[src/rtl/demux_pkg.sv]
// Shared types and constants for the 1-to-4 stream demultiplexer.
package demux_pkg;

  localparam int unsigned NUM_DEST = 4;
  localparam int unsigned SEL_W    = 2;

  typedef enum logic {
    SLOT_EMPTY,
    SLOT_FULL
  } slot_state_t;

  typedef logic [SEL_W-1:0] dest_sel_t;

endpackage

[src/rtl/demux_slot.sv]
// One-entry registered output slot with load/drain handshake.
// DEMUX_STATS_EN adds a saturating per-slot drain counter.
module demux_slot
  import demux_pkg::*;
#(
  parameter int unsigned IW = 8
`ifdef DEMUX_STATS_EN
  ,
  parameter int unsigned CW = 16
`endif
) (
  input  logic          clk,
  input  logic          rst_n,
  input  logic          load,
  input  logic          drain,
  input  logic [IW-1:0] load_data,
  output logic          valid,
  output logic [IW-1:0] data
`ifdef DEMUX_STATS_EN
  ,
  output logic [CW-1:0] count
`endif
);

  slot_state_t state_q;
  slot_state_t state_d;
  logic [IW-1:0] data_q;

  always_ff @(posedge clk or negedge rst_n) begin
    if (!rst_n) begin
      state_q <= SLOT_EMPTY;
    end else begin
      state_q <= state_d;
    end
  end

  // A load in the same cycle as a drain wins: old word leaves, new word lands.
  always_comb begin
    state_d = state_q;
    if (load) begin
      state_d = SLOT_FULL;
    end else if (drain) begin
      state_d = SLOT_EMPTY;
    end
  end

  always_ff @(posedge clk or negedge rst_n) begin
    if (!rst_n) begin
      data_q <= '0;
    end else if (load) begin
      data_q <= load_data;
    end
  end

  assign valid = (state_q == SLOT_FULL);
  assign data  = data_q;

`ifdef DEMUX_STATS_EN
  logic [CW-1:0] count_q;

  always_ff @(posedge clk or negedge rst_n) begin
    if (!rst_n) begin
      count_q <= '0;
    end else if (drain && (count_q != '1)) begin
      count_q <= count_q + {{(CW-1){1'b0}}, 1'b1};
    end
  end

  assign count = count_q;
`endif

endmodule

[src/rtl/demux_1to4_stream.sv]
// Sequential 1-to-4 stream demultiplexer with per-destination registered slots.
// Optional drain counters on o_Count when DEMUX_STATS_EN is defined.
module demux_1to4_stream
  import demux_pkg::*;
#(
  parameter int unsigned IW = 8
`ifdef DEMUX_STATS_EN
  ,
  parameter int unsigned CW = 16
`endif
) (
  input  logic                  i_Clk,
  input  logic                  i_Rst_n,
  input  logic                  i_Valid,
  output logic                  o_Ready,
  input  logic [SEL_W-1:0]      i_Select,
  input  logic [IW-1:0]         i_Data,
  output logic [NUM_DEST-1:0]   o_Valid,
  input  logic [NUM_DEST-1:0]   i_Ready,
  output logic [IW-1:0]         o_Data1,
  output logic [IW-1:0]         o_Data2,
  output logic [IW-1:0]         o_Data3,
  output logic [IW-1:0]         o_Data4
`ifdef DEMUX_STATS_EN
  ,
  output logic [NUM_DEST*CW-1:0] o_Count
`endif
);

  dest_sel_t            sel;
  logic                 acc;
  logic [NUM_DEST-1:0]  load;
  logic [NUM_DEST-1:0]  drain;
  logic [IW-1:0]        slot_data [NUM_DEST];

  assign sel = i_Select;

  // Only the targeted slot gates acceptance; i_Ready feeds straight through.
  assign o_Ready = ~o_Valid[sel] | i_Ready[sel];
  assign acc     = i_Valid & o_Ready;

  for (genvar k = 0; k < NUM_DEST; k++) begin : g_slot
    assign load[k]  = acc & (sel == dest_sel_t'(k));
    assign drain[k] = o_Valid[k] & i_Ready[k];

    demux_slot #(
      .IW (IW)
`ifdef DEMUX_STATS_EN
      ,
      .CW (CW)
`endif
    ) u_slot (
      .clk       (i_Clk),
      .rst_n     (i_Rst_n),
      .load      (load[k]),
      .drain     (drain[k]),
      .load_data (i_Data),
      .valid     (o_Valid[k]),
      .data      (slot_data[k])
`ifdef DEMUX_STATS_EN
      ,
      .count     (o_Count[k*CW +: CW])
`endif
    );
  end

  assign o_Data1 = slot_data[0];
  assign o_Data2 = slot_data[1];
  assign o_Data3 = slot_data[2];
  assign o_Data4 = slot_data[3];

endmodule

[config.mk]
export PLATFORM = sky130hd
export DESIGN_NAME = demux_1to4_stream
export DESIGN_NICKNAME = d
export VERILOG_FILES = /design/src/rtl/demux_pkg.sv /design/src/rtl/demux_slot.sv /design/src/rtl/demux_1to4_stream.sv
export SDC_FILE = /design/constraint.sdc
export NUM_CORES = 1
export LEC_CHECK = 0
export CELL_PAD_IN_SITES_DETAIL_PLACEMENT = 1
export CELL_PAD_IN_SITES_GLOBAL_PLACEMENT = 1
export CORE_ASPECT_RATIO = 0.7
export CORE_MARGIN = 2
export CORE_UTILIZATION = 39
export CTS_BUF_LIST = sky130_fd_sc_hd__clkbuf_8
export DETAILED_ROUTE_END_ITERATION = 10
export PLACE_DENSITY_LB_ADDON = 0.1
export SYNTH_ARGS = -nofsm -noshare
export SYNTH_HDL_FRONTEND = slang
export SYNTH_SLANG_ARGS = --single-unit
[constraint.sdc]
create_clock -name i_Clk -period 2.2 [get_ports i_Clk]
set_input_delay 0.44 -clock i_Clk [delete_from_list [all_inputs] [get_ports i_Clk]]
set_output_delay 0.44 -clock i_Clk [all_outputs]
set_load 0.01 [all_outputs]
# Yosys cells after proc, flatten, opt, wreduce, memory -nomap -nowiden
# Index checks and enable logic that the tools add are counted.
# Widths: inputs -> output; s select.
dict set report totals {
  reg_bits 36
  out_inout_bits 37
  elab_cells 40
}
dict set report op_classes {
  n_lt_le_gt_ge 1
  eq_ne 3
  mux 12
  bitwise_logic 11
  n_reduce_logical 5
}
# operator n
set op_table {}
lappend op_table {{$mux 1} 10}
lappend op_table {{$and 1x1->1} 9}
lappend op_table {{$reduce_bool 2->1} 4}
lappend op_table {{$bmux 1 s2} 2}
lappend op_table {{$eq 2x2->1 const B} 2}
lappend op_table {{$lt 2x3->1 const B} 1}
lappend op_table {{$eq 2x1->1 const B} 1}
lappend op_table {{$logic_not 2->1} 1}
lappend op_table {{$not 1->1} 1}
lappend op_table {{$or 1x1->1} 1}

# Logic depth before layout (Yosys ltp)
# Gate-level depths: netlist of the first run.
dict set report logic_depth {
  depth_word 7
  depth_mapped 4
}

# By module
# From an unflattened synthesis of the first run, not the netlist that was laid out.
dict set report hier_totals {
  cells_unflattened 93
  area_unflattened_um2 1605.3
}
# module instances cells_each area_each_um2 seq_area_each_um2
set by_module_without_submodules {}
lappend by_module_without_submodules {demux_slot 4 20 369.1 225.2}
lappend by_module_without_submodules {demux_1to4_stream 1 13 128.9 0.0}

# Least setup slack after synthesis of the first run
# Ideal clock, no wire load.
dict set report synth_path {
  path_type {input port to output port}
  startpoint {input i_Ready[0]}
  endpoint {output o_Ready}
  arrival_time_ps 1089
  setup_slack_ps 671
  path_stages 2
  cell_sequence {nand2b_1 > mux4_2}
}
dict set report synth_between {
  elab_chain_cells 3
}
# item line_no
set synth_rtl {}
lappend synth_rtl {{from (decl)} demux_1to4_stream.sv:19} ;# input logic [NUM_DEST-1:0] i_Ready,
lappend synth_rtl {{$bmux 1 s2} demux_1to4_stream.sv:39} ;# assign o_Ready = ~o_Valid[sel] | i_Ready[sel];
lappend synth_rtl {{$mux 1 (implied by the code)} demux_1to4_stream.sv:39}
lappend synth_rtl {{$or 1x1->1} demux_1to4_stream.sv:39}
lappend synth_rtl {{to (decl)} demux_1to4_stream.sv:15} ;# output logic o_Ready,
# Every way passes these cells. The select of a mux whose other input is x is not followed.

# Final worst setup path of the first run
dict set report layout_path {
  startpoint {input i_Ready[3]}
  endpoint {output o_Ready}
}
# The elaborated chain is that of the path after synthesis.

==> flow_metrics.py, run 1 <==
metrics = {
    "clock_tree": {
        "ctsHoldBuffers": 0,
        "insertion_delay_ps": 290,
        "root_buffer": "clkbuf_8",
        "clock_path_buffers": 2,
        "cts_tree": "built",
        "path_clk_slew_ps": 80,
        "clock_sinks": 36,
        "htreeDepth": 2,
        "cts_buffers": 5,
    },
    "logic_synthesis": {
        "synth_commonest_cells": "dfrtp_1, mux2_2, buf_4",
        "synth_mux_area_share_pct": 26.7,
        "synth.most_common_cell": "dfrtp_1",
        "synth_compound_area_share_pct": 0.350,
        "synthAdderAreaFrac_pct": 0,
        "synth_area_um2": 1430,
        "synth_edf_count": 0,
        "synth_xor_area_share_pct": 0,
        "synth_fp_nets": 108,
        "async_reset_ff_share_pct": 100,
        "syn_avg_cell_area_um2": 15.7,
        "synth_top_flop_cell": "dfrtp_1",
        "synthSimpleGateAreaFrac_pct": 6.82,
        "yosys_register_bits": 36,
        "synth_cells": 91,
        "yosysSeqAreaShare_pct": 62.9,
        "yosysWarnings": 0,
        "yosys.area.top_type_share_pct": 62.9,
        "synth_top_family_by_area": "multiplexers",
        "synth_area_leaders": "dfrtp_1, mux2_2, buf_4, nand2b_1, mux4_2",
        "synth_cell_types": 12,
        "synth_top_area_cell": "dfrtp_1",
    },
    "power": {
        "p_clk_share_pct": 28.7,
        "power_switching_mw": 0.507,
        "p_leak_nw": 0.906,
        "peakVddDrop_mv": 0.579,
        "combPwrFrac_pct": 27.9,
        "netSwitchingFraction_pct": 25.5,
        "p_int_mw": 1.48,
        "sequentialPowerShare_pct": 43.4,
        "p_per_area_nw_per_um2": 926,
    },
    "final_layout": {
        "postLayoutCellArea_um2": 2150,
        "antenna_cells": 0,
        "final_nets": 169,
        "area_delta_synth_final_pct": 49.9,
        "drive_gt1_share_pct": 34.0,
    },
    "floorplanning": {
        "io_pins": 54,
        "start_util_pct": 40.7,
        "die_h_um": 54.7,
        "fp.dieW_um": 76.4,
        "row_count": 18,
        "core_um2": 3510,
        "die-area_um2": 4180,
    },
    "sta": {
        "fin_skew_ps": 11.9,
        "fin_hold_ws_ps": 226,
        "finalCritPeriodShare_pct": 93.5,
        "setup_viol": 0,
        "finalHoldViolations": 0,
        "slew_headroom_pct": 48.0,
        "drv_slew": 0,
        "rsz0062_at_grt": "false",
        "tightest_slew_ps": 780,
        "max_freq_mhz": 486,
        "min_period_ps": 2060,
    },
    "critical_path": {
        "cp.required_ps": 1760,
        "rrSetupSlack_ps": 770,
        "start_kind": "input port",
        "r2r-start": "g_slot[2].u_slot.valid",
        "cp-startpoint": "i_Ready[3]",
        "endpoint_kind": "primary output",
        "crit_fanout": 3,
        "cp.arrival_ps": 1620,
        "crit_type": "in -> out",
    },
    "placement": {
        "gp_congestion": 0.770,
        "placement.io_buffers": 53,
        "dpl-instance-area_um2": 2040,
        "hpwl_um": 2580,
    },
    "global_route": {
        "grt_max_degree": 37,
        "grt_pass1_vias": 1071,
        "track_usage_pct": 19.1,
        "antenna_found_initial": 0,
        "grt_pass1_wl_um": 5620,
        "grt-ovfl-total": 0,
    },
    "status": {
        "status": "completed",
    },
    "detailed_routing": {
        "drt-initial-drc-count": 26,
        "wl_um": 3450,
        "ant_nets": 0,
        "wire_per_inst_um": 17.0,
        "first_pass_iters": 3,
        "vias": 948,
        "vias_per_cell": 4.67,
        "drc_errors": 0,
    },
    "hold_path": {
        "min_path_type": "in -> async",
    },
    "run": {
        "maxCapViolCount": 0,
    },
}
==> power groups by stage <==
| stage | logic [mW] | clock network, mW | registers, mW |
|---|---|---|---|
| final | 0.554 | 0.570 | 0.864 |
| after global routing | 0.593 | 0.618 | 0.883 |
| after CTS | 0.565 | 0.591 | 0.868 |
| after detailed placement | 0.562 | 0 | 0.879 |
| after global placement | 0.543 | 0 | 0.864 |
| after floorplan | 0.149 | 0 | 0.925 |
==> cell families (layout without fill, tap and decap cells) <==
logic type             Yosys count  after routing
DFF                             36             36
buffers and inverters            6             68
AOI/OAI and AO/OA                1              1
and+or+nand+nor                 15             15
muxes                           33             33
==> final cells by class <==
| class | count | area (um^2) |
|---|---|---|
| Tap cell | 50 | 62.6 |
| Fill cell | 362 | 1370 |
| Timing Repair Buffer | 60 | 586 |
| Multi-Input combinational cell | 49 | 485 |
| Sequential cell | 36 | 901 |
| Clock buffer | 5 | 68.8 |
| Clock inverter | 3 | 42.5 |
==> flip-flops by register name, summed over array words and instances (netlist names) <==
| register | cells |
|---|---|
| g_slot.u_slot.valid | 4 |
| g_slot.u_slot.data | 32 |
==> per-layer routing <==
| metal | GRT usage (%) | share of wire, % |
|---|---|---|
| met2 | 32.2 | 51 |
| met4 | 7.27 | 1.5 |
| met3 | 8.91 | 5.6 |
| met5 | 0 | 0 |
| met1 | 22.1 | 42 |
==> per-stage QoR <==
| step | cells | setup TNS (ps) | util, % | power (mW) | worst slack (ps) |
|---|---|---|---|---|---|
| 2_1_floorplan | 91 | 0 | - | 1.07 | 671 |
| 4_1_cts | 203 | 0 | 61.2 | 2.02 | 23.2 |
| 5_1_grt | 203 | 0 | 61.1 | 2.09 | 78.8 |
| 3_3_place_gp | 195 | -182 | 58.0 | 1.41 | -182 |
| 3_5_place_dp | 195 | -219 | 58.0 | 1.44 | -219 |
| 6_report | 203 | 0 | 61.1 | 1.99 | 142 |
==> layout by cell type (no fill, tap or decap), drive strengths merged <==
cell type / instances
clkdlybuf4s50: 51
dfrtp: 36
mux2: 32
buf: 8
clkbuf: 6
nand2: 5
nand2b: 4
nor2b: 2
mux4: 1
nand3: 1
nand3b: 1
and3: 1
o21ai: 1
nor3b: 1
bufinv: 1
clkinvlp: 1
clkinv: 1
==> worst paths after layout <==
check                                                 to  cells past startpoint
worst max-delay path                             o_Ready                      4
worst min-delay path            g_slot[2].u_slot.data[0]                      1
worst max register to register  g_slot[2].u_slot.data[1]                      5
worst min register to register  g_slot[3].u_slot.data[0]                      1
max in group asynchronous         g_slot[0].u_slot.valid                      1
min in group i_Clk              g_slot[3].u_slot.data[0]                      1
==> repair_timing <==
| action | 4_1_cts | 5_1_grt |
|---|---|---|
| setup endpoints to repair | 1 | 1 |
| resized for setup | 2 | 1 |
| endpoints found under the hold margin | 0 | 0 |
| buffers inserted | 0 | 0 |
==> critical path, stage by stage <==
cell and delay, ps:
clkdlybuf4s50_1 390, nand2b_1 170, mux4_2 470, clkbuf_2 140
Power figures use the tool's default switching activity.
==> run 2: changes to the inputs <==
--- a/config.mk
+++ b/config.mk
@@ -11,6 +11,7 @@
 export CORE_MARGIN = 2
 export CORE_UTILIZATION = 39
 export CTS_BUF_LIST = sky130_fd_sc_hd__clkbuf_8
+export CTS_CLUSTER_SIZE = 16
 export DETAILED_ROUTE_END_ITERATION = 10
 export PLACE_DENSITY_LB_ADDON = 0.1
 export SYNTH_ARGS = -nofsm -noshare
==> results of run 2 <==
The final DEF is identical to that of run 1; final timing and power are the same.
